--- src/rtl/clock_generator_pkg.sv ---
// Shared types and constants for the clock generator slice.
package clock_generator_pkg;

    typedef enum logic [1:0] {
        IDLE = 2'd0,
        LOW  = 2'd1,
        HIGH = 2'd2
    } state_t;

    localparam logic MODE_RUN  = 1'b0;
    localparam logic MODE_STEP = 1'b1;

endpackage

--- src/rtl/step_conditioner.sv ---
// Conditions the manual step input into a one-cycle step request.
// With CLOCK_GENERATOR_STEP_SYNC_EN defined, step is synchronised through two
// flops and edge-detected with a third, giving one request per 0->1 transition
// of step, two cycles later. Otherwise step passes straight through as a
// synchronous request.
module step_conditioner (
    input  logic clk_in,
    input  logic rst,
    input  logic step,
    output logic step_req
);

`ifdef CLOCK_GENERATOR_STEP_SYNC_EN
    logic s1;
    logic s2;
    logic s3;

    // Two-flop synchroniser plus one history flop for rising-edge detection
    always_ff @(posedge clk_in) begin
        if (rst) begin
            s1 <= 1'b0;
            s2 <= 1'b0;
            s3 <= 1'b0;
        end else begin
            s1 <= step;
            s2 <= s1;
            s3 <= s2;
        end
    end

    assign step_req = s2 & ~s3;
`else
    logic unused_sync;

    assign unused_sync = clk_in ^ rst;
    assign step_req    = step;
`endif

endmodule

--- src/rtl/clock_generator.sv ---
// Runtime-programmable clock divider with RUN / STEP modes and a glitch-free
// halt. The output clock is a registered copy of the HIGH state, so every
// phase lasts exactly div_eff input cycles and is never resized or cut short
// except by rst. Optional macro: CLOCK_GENERATOR_STEP_SYNC_EN (synchronised,
// edge-detected step input; see step_conditioner).
module clock_generator
    import clock_generator_pkg::*;
#(
    parameter int WIDTH       = 16,
    parameter int DEFAULT_DIV = 2
) (
    input  logic             clk_in,
    input  logic             rst,
    input  logic [WIDTH-1:0] div_in,
    input  logic             div_load,
    input  logic             mode,
    input  logic             step,
    input  logic             halt,
    output logic             clk_out,
    output logic             rise_tick,
    output logic             active
);

    localparam logic [WIDTH-1:0] DIV_RESET = DEFAULT_DIV[WIDTH-1:0];
    localparam logic [WIDTH-1:0] ONE       = {{(WIDTH-1){1'b0}}, 1'b1};

    state_t           state;
    state_t           next_state;
    logic [WIDTH-1:0] counter;
    logic [WIDTH-1:0] div_cur;
    logic [WIDTH-1:0] div_pend;
    logic             pend_valid;
    logic [WIDTH-1:0] div_eff;
    logic [WIDTH-1:0] last_count;
    logic             phase_done;
    logic             boundary;
    logic             step_req;

    step_conditioner u_step_conditioner (
        .clk_in   (clk_in),
        .rst      (rst),
        .step     (step),
        .step_req (step_req)
    );

    assign div_eff    = (div_cur == '0) ? ONE : div_cur;
    assign last_count = div_eff - ONE;
    assign phase_done = (counter == last_count);
    assign boundary   = (next_state != state);
    assign active     = (state != IDLE);

    // Decide the next phase; phases only end when the counter reaches div_eff-1
    always_comb begin
        next_state = state;
        case (state)
            IDLE: begin
                if (!halt) begin
                    if (mode == MODE_RUN) begin
                        next_state = LOW;
                    end else if (step_req) begin
                        next_state = HIGH;
                    end
                end
            end
            LOW: begin
                if (phase_done) begin
                    next_state = (mode == MODE_RUN && !halt) ? HIGH : IDLE;
                end
            end
            HIGH: begin
                if (phase_done) begin
                    next_state = (mode == MODE_RUN && !halt) ? LOW : IDLE;
                end
            end
            default: begin
                next_state = IDLE;
            end
        endcase
    end

    // Phase register, phase counter and registered clock/strobe outputs
    always_ff @(posedge clk_in) begin
        if (rst) begin
            state     <= IDLE;
            counter   <= '0;
            clk_out   <= 1'b0;
            rise_tick <= 1'b0;
        end else begin
            state <= next_state;
            if (boundary || state == IDLE) begin
                counter <= '0;
            end else begin
                counter <= counter + ONE;
            end
            clk_out   <= (next_state == HIGH);
            rise_tick <= (next_state == HIGH) && (state != HIGH);
        end
    end

    // Divisor staging: loads wait in div_pend until a phase boundary or IDLE
    always_ff @(posedge clk_in) begin
        if (rst) begin
            div_cur    <= DIV_RESET;
            div_pend   <= DIV_RESET;
            pend_valid <= 1'b0;
        end else begin
            if (pend_valid && (boundary || state == IDLE)) begin
                div_cur    <= div_pend;
                pend_valid <= 1'b0;
            end
            if (div_load) begin
                div_pend   <= div_in;
                pend_valid <= 1'b1;
            end
        end
    end

endmodule
--- config.mk ---
export PLATFORM = sky130hd
export DESIGN_NAME = clock_generator
export DESIGN_NICKNAME = d
export VERILOG_FILES = /design/src/rtl/clock_generator_pkg.sv /design/src/rtl/step_conditioner.sv /design/src/rtl/clock_generator.sv
export SDC_FILE = /design/constraint.sdc
export NUM_CORES = 1
export LEC_CHECK = 0
export CAP_MARGIN = 40
export CORE_ASPECT_RATIO = 0.5
export CORE_MARGIN = 1.5
export CORE_UTILIZATION = 45
export CTS_CLUSTER_SIZE = 16
export DETAILED_ROUTE_END_ITERATION = 8
export MAX_ROUTING_LAYER = met4
export PLACE_DENSITY_LB_ADDON = 0.1
export SYNTH_ARGS = -nofsm -noshare
export SYNTH_HDL_FRONTEND = slang
export SYNTH_SLANG_ARGS = --single-unit
--- constraint.sdc ---
create_clock -name clk_in -period 3.9 [get_ports clk_in]
set_input_delay 0.78 -clock clk_in [delete_from_list [all_inputs] [get_ports clk_in]]
set_output_delay 0.78 -clock clk_in [all_outputs]
set_load 0.02 [all_outputs]
**Word-level counts from Yosys, hierarchy flattened**

Cells that the tools add are included.

- Register bits: 53
- Output and inout bits: 3
- Bits of input ports: 22
- Logic and storage cells: 37

- Equality and inequality tests: 6
- Bitwise operators: 1
- $add $sub $neg: 2
- Reductions and logical operators: 10
- Muxes and demuxes: 11

Operators by type and width:

| kind | count |
|---|---|
| adder 16 x 1 -> 16 bit (second input constant) | 1 |
| equality test 16 bit | 1 |
| logical NOT 16 bit | 1 |
| two-way mux 16 bit | 1 |
| subtractor 16 x 1 -> 16 bit (second input constant) | 1 |
| two-way mux 2 bit | 6 |
| one-hot mux 2 bit (3 select lines) | 1 |
| equality test 2 bit (second input constant) | 2 |
| nonzero test 2 bit | 2 |
| logical AND 1 bit | 3 |
| two-way mux 1 bit | 3 |
| equality test 2 x 1 -> 1 bit (second input constant) | 1 |
| logical NOT 2 bit | 1 |
| inequality test 2 bit | 1 |
| inequality test 2 bit (second input constant) | 1 |
| OR reduction 2 bit | 1 |
| logical NOT 1 bit | 1 |
| logical OR 1 bit | 1 |
| NOT 1 bit | 1 |

**Depth between registers and ports, before layout**

- Depth in word-level cells: 11
- Depth in mapped cells: 13
- Depth with buffers taken out: 11

**Hierarchy**

Synthesis repeated with hierarchy kept, for this count alone.

- Cell total of the unflattened synthesis: 321
- Area, all modules: 2874.0 um2

Modules (own cells, without submodules):

| module | sequential area each (um2) | instances | cells an instance | area an instance (um2) |
|---|---|---|---|---|
| clock_generator | 1061.0 | 1 | 320 | 2866.5 |
| step_conditioner | 0.0 | 1 | 1 | 7.5 |

**Worst setup path after synthesis**

Ideal clock, no wire load.

- Path type: flip-flop to flip-flop
- Start: register div_cur[4]
- End: register div_cur[10]
- Library setup time: 72 ps
- Required time: 3828 ps
- Buffers on the path: 1
- Cell stages (with the launch flop): 13
- Data arrival time: 3349 ps
- Slack: 479 ps
- Clock period less this slack: 3421 ps
- Cells stage by stage: dfxtp_1 > nor4_4 > and3_2 > a21oi_1 > ha_1 > xnor2_1 > a221o_1 > or3_1 > nor2b_1 > nand4_1 > o32ai_4 > buf_8 > mux2i_1

- Longest elaborated chain between the ends: 9
- Elaborated cells between the ends (all ways): 10
- Those cells by class: 1 x add/sub; 2 x eq/ne; 4 x mux; 3 x reduce/logical

Ends and longest elaborated chain:

| what | RTL line | text |
|---|---|---|
| from (decl) | clock_generator.sv:30 | `logic [WIDTH-1:0] div_cur;` |
| from (signal assigned) | clock_generator.sv:108 | `div_cur <= div_pend;` |
| logical NOT 16 bit | clock_generator.sv:46 | `assign div_eff = (div_cur == '0) ? ONE : div_cur;` |
| two-way mux 16 bit (*) | clock_generator.sv:46 |  |
| subtractor 16 x 1 -> 16 bit (*) | clock_generator.sv:47 | `assign last_count = div_eff - ONE;` |
| equality test 16 bit (*) | clock_generator.sv:48 | `assign phase_done = (counter == last_count);` |
| two-way mux 2 bit, on equally long branches | clock_generator.sv:71, clock_generator.sv:66 |  |
| one-hot mux 2 bit (3 select lines) (*) | clock_generator.sv:55 | `case (state)` |
| inequality test 2 bit (*) | clock_generator.sv:49 | `assign boundary = (next_state != state);` |
| logical OR 1 bit (*) | clock_generator.sv:107 | `if (pend_valid && (boundary \|\| state == IDLE)) begin` |
| logical AND 1 bit (*) | clock_generator.sv:107 |  |

Every way passes the cells marked *; elsewhere a longest branch is shown, timed or not.
A chain may end at the register's enable or synchronous reset.

**Worst setup path in the final report**

- Start: register div_cur[8]
- End: register div_cur[2]

Same word-level chain as after synthesis.

==> flow_metrics.env <==
export IMPL_cts_max_level=2
export IMPL_die_h_microns=59.4
export IMPL_max_stage_delay_ns=0.51
export IMPL_cap_violations=0
export IMPL_synthFlopType="dfxtp_1"
export IMPL_cp_arrival_ns=3.82
export IMPL_fillCellCount=564
export IMPL_p_leak_nw=1.25
export IMPL_post_cts_buffers=0
export IMPL_pwr_share_comb=0.234
export IMPL_io_buffers=24
export IMPL_detailed_place_hpwl_microns=4760
export IMPL_worstPathMaxFanout=16
export IMPL_grt_pass1_vias=2051
export IMPL_wl_per_cell_microns=14.6
export IMPL_crit_path_start_kind="register"
export IMPL_power_switching_mw=0.421
export IMPL_peakVddDrop_v=0.000197
export IMPL_cp_top_family="simple AND/OR/NAND/NOR gates"
export IMPL_cts_hold_buffers=0
export IMPL_clock_root_buffer="clkbuf_16"
export IMPL_synth_seq_cells=53
export IMPL_track_usage=0.201
export IMPL_via_count=2288
export IMPL_clockBufferDepth=2
export IMPL_crit_type="reg2reg"
export IMPL_antenna_found_initial=0
export IMPL_cp_slowest_cell="nor4_4"
export IMPL_rsz0062_at_grt="no"
export IMPL_syn_nets=344
export IMPL_die_area_sq_mm=0.00689
export IMPL_cts_sinks=53
export IMPL_tightest_slew_ns=0.569
export IMPL_synth_top_area_frac=0.370
export IMPL_hp_class="reg2reg"
export IMPL_final_nets=367
export IMPL_crit_required_ns=4.12
export IMPL_drc=0
export IMPL_n_antenna_cell=0
export IMPL_die_w_microns=116
export IMPL_intPower_mw=0.990
export IMPL_final_common_cell="dfxtp_1"
export IMPL_seq_power_share=0.437
export IMPL_powerDensity_mw_per_mm2=417
export IMPL_async_flop_share=0
export IMPL_cts_tree="yes"
export IMPL_period_minus_slack_ns=3.60
export IMPL_ys_types=62
export IMPL_status="completed"
export IMPL_yosysWarningCount=0
export IMPL_instances_no_fill=432
export IMPL_grt_first_pass_wirelength_microns=10200
export IMPL_most_common_layout_cells="53 x dfxtp_1, 43 x nor2_1, 38 x nand2_1"
export IMPL_first_pass_iters=4
export IMPL_clkSlewWorstSetupHoldPaths_ns=0.07
export IMPL_finalCritPeriodShare=0.923
export IMPL_via_per_inst=5.30
export IMPL_grt_overflow_total=0
export IMPL_cts_made_buffers=5
export IMPL_coreArea_sq_mm=0.00611
export IMPL_reg2reg_depth=12
export IMPL_cts_resized=0
export IMPL_fin_tns_setup_ns=0
export IMPL_drive_gt1_frac=0.0930
export IMPL_synth_area_leaders="dfxtp_1 37%, mux2i_1 11%, xnor2_1 6.4%"
export IMPL_num_rows=20
export IMPL_gp_congestion=0.934
export IMPL_syn_mean_instance_area_sq_um=8.96
export IMPL_slew_headroom=0.617
export IMPL_pin_count=25
export IMPL_cp_cell_sequence="nor4_4, and3_2, a21oi_1, ha_1, xnor2_1, a221o_1, or3_1, nor2b_1, nand4_1, o32ai_4, buf_4, mux2i_1"
export IMPL_drv_slew=0
export IMPL_drtIter0Drc=119
export IMPL_fmax_mhz=278
export IMPL_endpoint_kind="register"
export IMPL_initial_core_util=0.469
export IMPL_clock_latency_ns=0.29
export IMPL_p_clk_frac=0.329
export IMPL_path_buf_inv=1
export IMPL_grt_max_degree=22
export IMPL_fin_worst_skew_ns=0.00311
export IMPL_synth_cells=320
export IMPL_crit_cells=12
export IMPL_ant_nets=0
export IMPL_routed_wl_microns=6310
export IMPL_min_path_cells=2
export IMPL_syn_area_sq_mm=0.00287
export IMPL_setup_viol=0
export IMPL_placed_cells=424
export IMPL_yosys_area_top_type="dfxtp_1"
export IMPL_yosysSeqAreaShare=0.370
export IMPL_synth_edff_count=0
export IMPL_swShare=0.298
export IMPL_areaGrowthSynthToFinish_pct=18.2
export IMPL_final_hold_violation_count=0
-- registers in the layout, summed over array words and instances (netlist names) --
| name | count |
|---|---|
| pend_valid | 1 |
| clk_out | 1 |
| counter | 16 |
| div_pend | 16 |
| state | 2 |
| rise_tick | 1 |
| div_cur | 16 |
-- layer usage --
layer  GRT usage  wire [microns]
met5           -               0
met4      0.0627              97
met1       0.287            3290
met3      0.0378             359
met2       0.285            2560
-- synth_stat cells (all sizes together) (3+ instances only) --
library cell,number
xnor2,21
mux2i,32
and4,3
clkbuf,10
inv,10
a21oi,4
a22oi,3
nor3,3
nor2b,3
and3,6
nand4,6
buf,5
nor2,43
dfxtp,53
or4,3
nand2,38
nand4b,3
o211ai,5
nand3,13
nor3b,3
o21ai,4
nor4,5
xor2,13
-- metrics by stage --
step,hold WS (ns),utilization,cell area [sq um],worst slack (ns),total power [mW]
after detailed placement,0.457,0.529,3230,0.340,0.955
after global placement,0.449,0.520,3180,0.442,0.945
after CTS,0.468,0.555,3390,0.295,1.42
final,0.464,0.555,3390,0.301,1.41
after global routing,0.489,0.555,3390,0.0771,1.48
after floorplan,0.437,-,2870,0.479,0.859
-- final timing paths --
| path | end | slack [ns] | start |
|---|---|---|---|
| worst max register to register | div_cur[2]$_SDFFE_PP0P_ | 0.30 | div_cur[8]$_SDFFE_PP0P_ |
| worst min register to register | div_cur[10]$_SDFFE_PP0P_ | 0.46 | div_pend[10]$_SDFFE_PP0P_ |
| worst min-delay path | div_cur[10]$_SDFFE_PP0P_ | 0.46 | div_pend[10]$_SDFFE_PP0P_ |
| worst max-delay path | div_cur[2]$_SDFFE_PP0P_ | 0.30 | div_cur[8]$_SDFFE_PP0P_ |
-- power by group through the flow --
stage | logic [mW] | registers [mW] | clock network (mW)
floorplan | 0.247 | 0.612 | 0
global placement | 0.319 | 0.627 | 0
detailed placement | 0.326 | 0.628 | 0
CTS | 0.328 | 0.616 | 0.475
global route | 0.360 | 0.622 | 0.501
finish | 0.331 | 0.617 | 0.464
-- worst register-to-register path, cell delays in order, from the launching register on --
cell,delay [ns]
dfxtp_1,0.39
nor4_4,0.52
and3_2,0.32
a21oi_1,0.08
ha_1,0.32
xnor2_1,0.12
a221o_1,0.25
or3_1,0.41
nor2b_1,0.12
nand4_1,0.15
o32ai_4,0.29
buf_4,0.32
mux2i_1,0.23
-- cells by family after synthesis --
logic type / share of synthesized area
AOI/OAI and AO/OA: 0.0978
and+or+nand+nor: 0.264
DFF: 0.370
buffers and inverters: 0.0402
muxes: 0.116
adders and majority gates: 0.00873
xor gates and xnor gates: 0.104
-- area by class of cell --
cell class	count	area, sq um	share of cell area
Tap cell	88	110	0.0325
Multi-Input combinational cell	242	1690	0.499
Sequential cell	53	1060	0.313
Inverter	10	37.5	0.0111
Timing Repair Buffer	31	333	0.0982
Clock buffer	6	139	0.0410
Clock inverter	2	17.5	0.00517
Note: power is estimated with default switching activity, not from simulation.
==> patch 1: new RTL, config.mk and constraints unchanged <==
Change the parameter `WIDTH` from 16 to 24.
--- a/src/rtl/clock_generator.sv
+++ b/src/rtl/clock_generator.sv
@@ -6,7 +6,7 @@
 module clock_generator
     import clock_generator_pkg::*;
 #(
-    parameter int WIDTH       = 16,
+    parameter int WIDTH       = 24,
     parameter int DEFAULT_DIV = 2
 ) (
     input  logic             clk_in,
Ports: changed (resized div_in); port bits go from 25 to 33. No check against the original RTL was run, so the function may have changed too.
==> patch 1 against the unedited design <==
Clock skew rose by 0.0035 ns. Synthesized area increased by 46%. Setup slack lost 0.052 ns. Routed wire length rose by 52%. Sequential cell count increased by 24. Critical path depth is 2 higher. Final area is 51% higher. Total power increased by 40%. Worst hold slack better by 0.0071 ns. Die area up 44%. Critical path type unchanged. Largest cell class unchanged.
==> patch 1: results (changes against the unedited design) <==
[placement]
pre_cts_slack_ns=0.0643  ; -0.276 ns
routabilityCongestion=0.902  ; -3.5%
port_buffers=32  ; +33%
placed_area_sq_um=4800  ; +48%

[pwr]
ir_worst_vdd_mv=0.205  ; +4.0%
leakagePower_uw=0.00198  ; +59%

[cells_and_area]
nonClkBufAreaFrac_pct=11.9  ; +2.1 points
n_clock_buffer=10  ; +4
nNonClkInverters=5  ; -5
seq_area_share_pct=30.0  ; -1.3 points
reg_top3=counter x24, div_cur x24, div_pend x24
layout-drive-gt1-share_pct=12.6  ; +3.3 points

[routing]
met1_length_mm=5.46  ; +66%
dr_wl_met2_mm=3.50  ; +36%
routed_wirelength_mm=9.59  ; +52%
wire_per_inst_um=15.0  ; +2.4%

[status]
status=completed

[critical_path]
cp_slowest_cell=or4_4
cp.arrival_ns=3.92  ; +0.10 ns
path_max_fanout=24  ; +8
slowest_delay_ns=0.47  ; -0.04 ns

[sta]
fin_skew_ns=0.00661  ; +0.00350 ns
worstMarginPinSlew_ns=0.655  ; +0.0859 ns

[grt]
grt_pass1_vias=3043  ; +48%
grt_first_pass_wirelength_mm=15.8  ; +55%
grt_max_degree=44  ; +100%

[yosys]
synth_common_cells=dfxtp_1, nor2_1, mux2i_1, nand2b_1, xnor2_1
ys_types=60  ; -3.2%
syn-num-nets=500  ; +45%
synth_compound_area_share_pct=7.95  ; -1.8 points

[cts]
htreeDepth=3  ; +1
clock_latency_ns=0.34  ; +0.05 ns

[floorplanning]
core_area_sq_um=8860  ; +45%

-- patch 1: power by group --
group          switching (uW)  internal (uW)
logic                     148            149
registers                22.1            814
clock network             334            511
-- patch 1: path summary, 6_finish.rpt --
kind / endpoint / slack [ns] / startpoint / cells after the start
worst min register to register: div_cur[4]$_SDFFE_PP0P_ / 0.47 / div_pend[4]$_SDFFE_PP0P_ / 2
worst max-delay path: div_cur[23]$_SDFFE_PP0P_ / 0.25 / div_cur[17]$_SDFFE_PP0P_ / 14
worst max register to register: div_cur[23]$_SDFFE_PP0P_ / 0.25 / div_cur[17]$_SDFFE_PP0P_ / 14
worst min-delay path: div_cur[4]$_SDFFE_PP0P_ / 0.47 / div_pend[4]$_SDFFE_PP0P_ / 2
-- patch 1: critical path: cells and delay by family, from the launching register on --
kind	cells	cell delay [ns]
AND/OR/NAND/NOR	7	1.85
XOR/XNOR	1	0.12
buffers and inverters	1	0.22
adder cells (fa/ha/maj)	1	0.30
flip-flops	1	0.32
multiplexers	1	0.20
AO/OA/AOI/OAI	3	0.54
==> patch 2: new RTL, config.mk and constraints unchanged <==
Made on the original files. Put a register stage on the output `active`, without a reset. The value now appears one clock later. The other outputs are not delayed to match.
--- a/src/rtl/clock_generator.sv
+++ b/src/rtl/clock_generator.sv
@@ -47,7 +47,9 @@
     assign last_count = div_eff - ONE;
     assign phase_done = (counter == last_count);
     assign boundary   = (next_state != state);
-    assign active     = (state != IDLE);
+    always_ff @(posedge clk_in) begin
+        active <= (state != IDLE);
+    end
 
     // Decide the next phase; phases only end when the counter reaches div_eff-1
     always_comb begin
Formal check against the unedited RTL: not equivalent (a bounded check fails within 4 cycles, from zero or initial values and one cycle with rst high).
==> patch 2 against the unedited design <==
Sequential cell count increased by 1. Synthesized cell count increased by 0.31%. Final area about the same. Combinational power decreased by 1%. Routed wire length increased by 0.14%. Setup slack improved by 0.029 ns. Total power increased by 3.6%. Synthesized area increased by 0.70%. Fmax increased by 0.82%. Critical path type unchanged. Highest routed layer unchanged.
==> patch 2: results (changes against the unedited design) <==
[status]
status=completed

[grt]
track_usage_pct=20.7  ; +0.67 points
grt_first_pass_wirelength_mm=10.4  ; +1.8%
grt_max_degree=32  ; +45%
grt_pass1_vias=2086  ; +1.7%

[yosys]
netlist_top_cells_area=dfxtp_1, mux2i_1, xnor2_1, nor2_1, nand2_1
ys_types=62  ; unchanged
async_flop_share_pct=0  ; unchanged
yosysSeqAreaShare_pct=37.5  ; +0.44 points
syn-num-nets=345  ; +0.29%
postSynthAreaPerCell_sq_um=8.99  ; +0.38%
synth_common_cells=dfxtp_1, nor2_1, nand2_1, mux2i_1, xnor2_1

[cts]
clock_latency_ns=0.29  ; about the same

[critical_path]
rr_endpoint=div_cur[0]$_SDFFE_PP0P_
cp_slowest_cell=nor4_1
cp.arrival_ns=3.79  ; -0.03 ns
timing.rr.start=div_cur[12]$_SDFFE_PP0P_
reg2reg_slack_ns=0.33  ; +0.03 ns

[sta]
slew_viol_final=0  ; unchanged
finalCriticalPeriod_ns=3.57  ; -0.0292 ns
worstMarginPinSlew_ns=0.779  ; +0.210 ns
fin_skew_ns=0.00522  ; +0.00210 ns
worst_hold_slack_ns=0.462  ; -0.00237 ns

[routing]
drt-vias-per-instance=5.36  ; +1.2%
drtIter0Drc=134  ; +13%
wire_per_inst_um=14.6  ; about the same

[pwr]
ir_worst_vdd_mv=0.194  ; -1.8%
leakagePower_uw=0.00125  ; +0.21%
swShare_pct=28.5  ; -1.3 points

[min_path]
min_to=div_cur[11]$_SDFFE_PP0P_
hp-start=div_pend[11]$_SDFFE_PP0P_

[cells_and_area]
nets=369  ; +0.54%
finalNonFillerCells=433  ; +0.23%
layout-drive-gt1-share_pct=9.28  ; -0.027 points

[placement]
routabilityCongestion=0.933  ; -0.18%
placed_area_sq_um=3230  ; -0.16%
hpwl_mm=4.81  ; +1.2%

patch 2: changes by cell type after synthesis:
| cell | change |
|---|---|
| dfxtp_1 | +1 |
patch 2: cells by family after synthesis:
| group | synth area share [%] |
|---|---|
| compound gates | 9.71 |
| xor+xnor | 10.3 |
| fa+ha+maj | 0.867 |
| buf+inv | 3.99 |
| flops | 37.5 |
| mux | 11.5 |
| simple gates | 26.2 |
patch 2: power groups by stage:
stage / registers [uW] / logic, uW / clock network (uW)
final: 633 / 327 / 502
after detailed placement: 644 / 326 / 0
after CTS: 632 / 327 / 513
after floorplan: 633 / 242 / 0
after global routing: 639 / 358 / 537
after global placement: 642 / 321 / 0
patch 2: worst max path at each step:
stage                             startpoint                       end  cells after the start
floorplan            div_cur[4]$_SDFFE_PP0P_  div_cur[10]$_SDFFE_PP0P_                     12
global placement    div_cur[12]$_SDFFE_PP0P_   div_cur[5]$_SDFFE_PP0P_                     12
global route        div_cur[12]$_SDFFE_PP0P_     counter[9]$_SDFF_PP0_                     12
finish              div_cur[12]$_SDFFE_PP0P_   div_cur[0]$_SDFFE_PP0P_                     12
detailed placement  div_cur[12]$_SDFFE_PP0P_   div_cur[0]$_SDFFE_PP0P_                     12
CTS                 div_cur[12]$_SDFFE_PP0P_   div_cur[0]$_SDFFE_PP0P_                     12
patch 2: final cells by class:
cell class / count / area, sq um
clock inverters: 2 / 38.8
flip-flops and latches: 54 / 1080
inverters: 10 / 37.5
repair buffers: 32 / 308
fillers: 580 / 2740
clock buffers: 5 / 125
well taps: 88 / 110
multi-input cells: 242 / 1690
patch 2: per-layer routing:
metal,global-route usage [%],routed length (um),vias to the layer above
met5,-,0,-
met4,5.75,69,0
met3,5.73,302,6
met2,27.6,2430,44
met1,30.2,3520,1101
li1,-,-,1169
